File: src/rtl/f9pcap_tx_arbiter.sv
// ---------------------------------------------------------------------------
// f9pcap_tx_arbiter
//
// Shares one TEMAC transmit port between SRC_COUNT AXI-Stream frame sources.
// A round-robin arbiter grants whole frames. Once a source is granted it owns
// the tx port until its last beat is accepted. After the frame, an optional
// programmable idle gap is inserted before the next grant.
//
// Ports
//   clk_in         single clock, all logic in this domain
//   rst_n_in       synchronous active-low reset
//   link_ready_in  TEMAC link up; gates new grants only
//   sgap_cfg_in    idle cycles inserted after each frame (sampled on last beat)
//   src_valid_in   per-source AXIS valid
//   src_ready_out  per-source AXIS ready (only the granted source sees ready)
//   src_data_in    per-source data, source i at [i*DATA_WIDTH +: DATA_WIDTH]
//   src_last_in    per-source end-of-frame
//   tx_valid_out   TEMAC tx valid
//   tx_ready_in    TEMAC tx ready
//   tx_data_out    TEMAC tx data
//   tx_last_out    TEMAC tx last
//   grant_out      one-hot current grant, zero when no grant is held
//   busy_out       high while transferring a frame or timing the gap
//   frame_cnt_out  completed frames sent, wraps modulo 2^CNT_WIDTH
// ---------------------------------------------------------------------------
module f9pcap_tx_arbiter #(
  parameter int unsigned SRC_COUNT  = 2,
  parameter int unsigned DATA_WIDTH = 8,
  parameter int unsigned SGAP_WIDTH = 16,
  parameter int unsigned CNT_WIDTH  = 32
) (
  input  logic                            clk_in,
  input  logic                            rst_n_in,
  input  logic                            link_ready_in,
  input  logic [SGAP_WIDTH-1:0]           sgap_cfg_in,
  input  logic [SRC_COUNT-1:0]            src_valid_in,
  output logic [SRC_COUNT-1:0]            src_ready_out,
  input  logic [SRC_COUNT*DATA_WIDTH-1:0] src_data_in,
  input  logic [SRC_COUNT-1:0]            src_last_in,
  output logic                            tx_valid_out,
  input  logic                            tx_ready_in,
  output logic [DATA_WIDTH-1:0]           tx_data_out,
  output logic                            tx_last_out,
  output logic [SRC_COUNT-1:0]            grant_out,
  output logic                            busy_out,
  output logic [CNT_WIDTH-1:0]            frame_cnt_out
);

  localparam int unsigned IDX_W = (SRC_COUNT > 1) ? $clog2(SRC_COUNT) : 1;

  typedef enum logic [1:0] {
    IDLE = 2'd0,
    XFER = 2'd1,
    GAP  = 2'd2
  } state_e;

  state_e                state_q;
  logic [SRC_COUNT-1:0]  grant_q;
  logic [IDX_W-1:0]      gidx_q;
  logic [IDX_W-1:0]      last_q;
  logic [SGAP_WIDTH-1:0] gap_q;
  logic [CNT_WIDTH-1:0]  cnt_q;
  logic                  busy_q;

  // Arbiter result for the current IDLE cycle
  logic                  found_d;
  logic [IDX_W-1:0]      gidx_d;
  logic [SRC_COUNT-1:0]  grant_d;

  // Granted source's signals
  logic                  sel_valid;
  logic                  sel_last;
  logic [DATA_WIDTH-1:0] sel_data;
  logic                  in_xfer;
  logic                  last_hs;

  // Round-robin search: offsets 1..SRC_COUNT from the last granted index,
  // so the last winner is tried last and the lowest index after it wins.
  always_comb begin
    int unsigned cand;
    logic [IDX_W-1:0] cand_idx;
    found_d  = 1'b0;
    gidx_d   = '0;
    grant_d  = '0;
    cand     = 0;
    cand_idx = '0;
    for (int unsigned k = 1; k <= SRC_COUNT; k++) begin
      cand     = (32'(last_q) + k) % SRC_COUNT;
      cand_idx = IDX_W'(cand);
      if (!found_d && src_valid_in[cand_idx]) begin
        found_d = 1'b1;
        gidx_d  = cand_idx;
      end
    end
    grant_d[gidx_d] = found_d;
  end

  // Granted-source mux. grant_q is only non-zero in XFER, so the copies
  // collapse to zero everywhere else.
  always_comb begin
    sel_valid = 1'b0;
    sel_last  = 1'b0;
    sel_data  = '0;
    for (int unsigned i = 0; i < SRC_COUNT; i++) begin
      if (grant_q[i]) begin
        sel_valid = src_valid_in[i];
        sel_last  = src_last_in[i];
        sel_data  = src_data_in[i*DATA_WIDTH +: DATA_WIDTH];
      end
    end
  end

  assign in_xfer = (state_q == XFER);
  assign last_hs = in_xfer && sel_valid && tx_ready_in && sel_last;

  always_ff @(posedge clk_in) begin
    if (!rst_n_in) begin
      state_q <= IDLE;
      grant_q <= '0;
      gidx_q  <= '0;
      last_q  <= IDX_W'(SRC_COUNT - 1);
      gap_q   <= '0;
      cnt_q   <= '0;
      busy_q  <= 1'b0;
    end else begin
      unique case (state_q)
        IDLE: begin
          if (link_ready_in && found_d) begin
            state_q <= XFER;
            grant_q <= grant_d;
            gidx_q  <= gidx_d;
            busy_q  <= 1'b1;
          end
        end
        XFER: begin
          if (last_hs) begin
            cnt_q   <= cnt_q + CNT_WIDTH'(1);
            last_q  <= gidx_q;
            grant_q <= '0;
            if (sgap_cfg_in == '0) begin
              state_q <= IDLE;
              busy_q  <= 1'b0;
            end else begin
              state_q <= GAP;
              gap_q   <= sgap_cfg_in;
            end
          end
        end
        GAP: begin
          // Leaving on a count of 1 gives exactly N cycles spent in GAP.
          if (gap_q == SGAP_WIDTH'(1)) begin
            state_q <= IDLE;
            gap_q   <= '0;
            busy_q  <= 1'b0;
          end else begin
            gap_q <= gap_q - SGAP_WIDTH'(1);
          end
        end
        default: begin
          state_q <= IDLE;
          grant_q <= '0;
          busy_q  <= 1'b0;
        end
      endcase
    end
  end

  assign src_ready_out = in_xfer ? (grant_q & {SRC_COUNT{tx_ready_in}}) : '0;
  assign tx_valid_out  = in_xfer && sel_valid;
  assign tx_last_out   = in_xfer && sel_last;
  assign tx_data_out   = in_xfer ? sel_data : '0;
  assign grant_out     = grant_q;
  assign busy_out      = busy_q;
  assign frame_cnt_out = cnt_q;

endmodule
File: config.mk
export PLATFORM = sky130hd
export DESIGN_NAME = f9pcap_tx_arbiter
export DESIGN_NICKNAME = d
export VERILOG_FILES = /design/src/rtl/f9pcap_tx_arbiter.sv
export SDC_FILE = /design/constraint.sdc
export NUM_CORES = 1
export LEC_CHECK = 0
export BUFFER_PORTS_ARGS = -buffer_cell sky130_fd_sc_hd__clkbuf_2
export CORE_MARGIN = 5
export CORE_UTILIZATION = 30
export CTS_BUF_LIST = sky130_fd_sc_hd__clkbuf_4
export DETAILED_ROUTE_END_ITERATION = 6
export PLACE_DENSITY = 0.57
export SETUP_SLACK_MARGIN = 0.02
export SLEW_MARGIN = 20
export SYNTH_ARGS = -nofsm -noshare
export SYNTH_HDL_FRONTEND = slang
export SYNTH_SLANG_ARGS = --single-unit
File: constraint.sdc
create_clock -name clk_in -period 4.7 [get_ports clk_in]
set_input_delay 0.235 -clock clk_in [delete_from_list [all_inputs] [get_ports clk_in]]
set_output_delay 0.235 -clock clk_in [all_outputs]
set_load 0.1 [all_outputs]
==> flow_metrics.env <==
export IMPL_status="complete, no violations"
export IMPL_worstHoldEndpoint="gap_q[7]"
export IMPL_criticalPathCategory="reg2reg"
export IMPL_dp_hpwl_mm=6.62
export IMPL_grt_usage_pct=14.1
export IMPL_antenna_left=0
export IMPL_mappedNetlistArea_um2=3060
export IMPL_grt_pass1_wl_mm=14.9
export IMPL_grt_busiest_layer="met2"
export IMPL_drc=0
export IMPL_synth_enable_flop_cells=0
export IMPL_ctsLongestPathBuffers=2
export IMPL_period_minus_slack_ps=2490
export IMPL_fillers=1054
export IMPL_min_path_type="in2reg"
export IMPL_final_nets=504
export IMPL_wl_mm=8.81
export IMPL_arrival_ps=2810
export IMPL_drt_pass1_iterations=4
export IMPL_core_um2=9860
export IMPL_hold_buffers=0
export IMPL_synthXorXnorAreaFrac_pct=3.72
export IMPL_max_freq_mhz=401
export IMPL_cp_max_fo=21
export IMPL_synth_seq_cells=55
export IMPL_timing_rr_start="grant_out[1]"
export IMPL_cts_inserted_buffers=5
export IMPL_antenna_found_initial=0
export IMPL_holdPathStages=3
export IMPL_utilization_pct=37.0
export IMPL_port_buffers=86
export IMPL_tns_ps=0
export IMPL_yosys_area_share_adder_pct=1.22
export IMPL_start_util_pct=31.1
export IMPL_critPathLaunchType="register"
export IMPL_timing_rr_end="frame_cnt_out[27]"
export IMPL_grt_pass1_vias=3032
export IMPL_num_rows=36
export IMPL_use_met2_pct=21.3
export IMPL_reg2reg_depth=5
export IMPL_p_total_mw=0.882
export IMPL_synthMuxAreaShare_pct=0.653
export IMPL_instances_no_fill=595
export IMPL_yosysUniqueCellTypes=64
export IMPL_slew_headroom_pct=42.9
export IMPL_drt_initial_drc_count=170
export IMPL_yosys_area_top_type_share_pct=35.9
export IMPL_rsz0062_at_grt="false"
export IMPL_r2r_slack_ps=2210
export IMPL_dpl_instance_area_um2=3570
export IMPL_whs_ps=108
export IMPL_power_leakage_nw=1.42
export IMPL_min_delay_start="sgap_cfg_in[7]"
export IMPL_cts_sinks=55
export IMPL_cts_resized_gates=0
export IMPL_wl_per_cell_um=14.8
export IMPL_required_ps=5020
export IMPL_yosys_area_share_simple_pct=30.9
export IMPL_fin_area_um2=3650
export IMPL_synth_top_family_by_area="simple AND/OR/NAND/NOR gates"
export IMPL_post_cts_buffers=0
export IMPL_vias_per_cell=5.34
export IMPL_synth_top_cell_by_area="dfxtp_1"
export IMPL_die_y_um=111
export IMPL_slew_viol_final=0
export IMPL_ys_async_sr_fraction_pct=0
export IMPL_hold_viol_final=0
export IMPL_synth_area_top_cells="dfxtp_1 36%, nand2_1 5.0%, a21oi_1 4.7%"
export IMPL_antenna_cells=0
export IMPL_drive_gt1_share_pct=22.5
export IMPL_mostFrequentLayoutCell="clkbuf_2"
export IMPL_gp_congestion=0.855
export IMPL_place_inst=587
export IMPL_die_area_um2=12300
export IMPL_clock_latency_ps=370
export IMPL_grt_ovfl_total=0
export IMPL_worst_slew_pin_slew_ps=857
export IMPL_met3_usage_pct=2.46
export IMPL_yosys_warnings=0
export IMPL_syn_num_nets=428
export IMPL_pre_cts_slack_ps=2270
export IMPL_fin_ws_ps=2210
export IMPL_synth_cells=385
export IMPL_root_buffer="clkbuf_4"
export IMPL_end_kind="register"
export IMPL_cts_tree="yes"
export IMPL_maxCapViolCount=0
export IMPL_die_x_um=111
export IMPL_yosysSeqAreaShare_pct=35.9
export IMPL_synth_compound_area_share_pct=23.0
export IMPL_use_met1_pct=20.8
export IMPL_peakVddDrop_uv=111
export IMPL_ios=87
export IMPL_h_tree_depth=2
export IMPL_vias=3180
export IMPL_grt_max_degree=38
export IMPL_fin_crit_sh_pct=53.1
export IMPL_finalSetupViolCount=0
export IMPL_mostFrequentLayoutCells="86 x clkbuf_2, 55 x dfxtp_1, 41 x nand2_1"
export IMPL_syn_to_final_growth_pct=19.2
export IMPL_cellPowerDensity_nw_per_um2=242
export IMPL_synth_main_ff_cell="dfxtp_1"
export IMPL_syn_avg_cell_area_um2=7.96
export IMPL_clk_pin_slew_ps=160
export IMPL_skew_ps=21.1
==> layer usage <==
| metal | vias up | share of wire, % |
|---|---|---|
| li1 | 1606 | - |
| met1 | 1488 | 50 |
| met2 | 82 | 44 |
| met3 | 4 | 4.9 |
| met4 | 0 | 0.62 |
| met5 | - | 0 |
==> how the worst max path moves through the flow <==
stage | from | depth (start not counted) | endpoint | slack [ps]
2_1_floorplan | grant_out[0] | 4 | tx_data_out[0] | 1620
3_3_place_gp | grant_out[1] | 5 | frame_cnt_out[27] | 2340
3_5_place_dp | grant_out[1] | 5 | frame_cnt_out[27] | 2270
4_1_cts | grant_out[1] | 5 | frame_cnt_out[27] | 2210
5_1_grt | grant_out[1] | 5 | frame_cnt_out[25] | 1950
6_report | grant_out[1] | 5 | frame_cnt_out[27] | 2210
==> registers in the layout, indices dropped and copies added (netlist names) <==
name / cells
frame_cnt_out: 32
gap_q: 16
grant_out: 2
state_q: 2
busy_out: 1
gidx_q: 1
last_q: 1
==> critical path, cell delays in order (launching register included) <==
cell and delay, ps:
dfxtp_1 660, nand2_1 260, a21boi_4 300, nand4_2 440, or4_1 630, a21oi_1 150
==> cells in the mapped netlist (all sizes together) (3+ instances only) <==
cell     count
nor2        35
xor2         4
nor3         6
ha           3
nand4       11
inv         11
nand3       25
and3         8
nor4        11
o22ai        3
nand2b       3
xnor2        9
or3         16
dfxtp       55
o31ai        6
clkbuf       8
a21oi       29
a22oi       10
o21ai       22
o2111ai      3
or4          8
nand3b       3
nand2       41
buf         10
==> area by class of cell <==
class / count / area (um2) / share of cell area, %
repair buffers: 87 / 438 / 12.0
well taps: 133 / 166 / 4.56
clock inverters: 3 / 38.8 / 1.06
multi-input cells: 300 / 1820 / 49.9
clock buffers: 5 / 37.5 / 1.03
flip-flops and latches: 55 / 1100 / 30.2
inverters: 12 / 46.3 / 1.27
==> kinds of logic after synthesis <==
kind of cell / after synthesis
AOI/OAI and AO/OA: 104
xor gates and xnor gates: 13
adders and majority gates: 3
buffers and inverters: 30
DFF: 55
muxes: 2
and+or+nand+nor: 178
==> report_power, final <==
group | switching [mW] | total (mW) | internal [mW]
Clock | 0.149 | 0.259 | 0.110
Sequential | 0.0105 | 0.485 | 0.474
Combinational | 0.0934 | 0.139 | 0.0451
No activity file was read; power rests on OpenSTA's default activity.
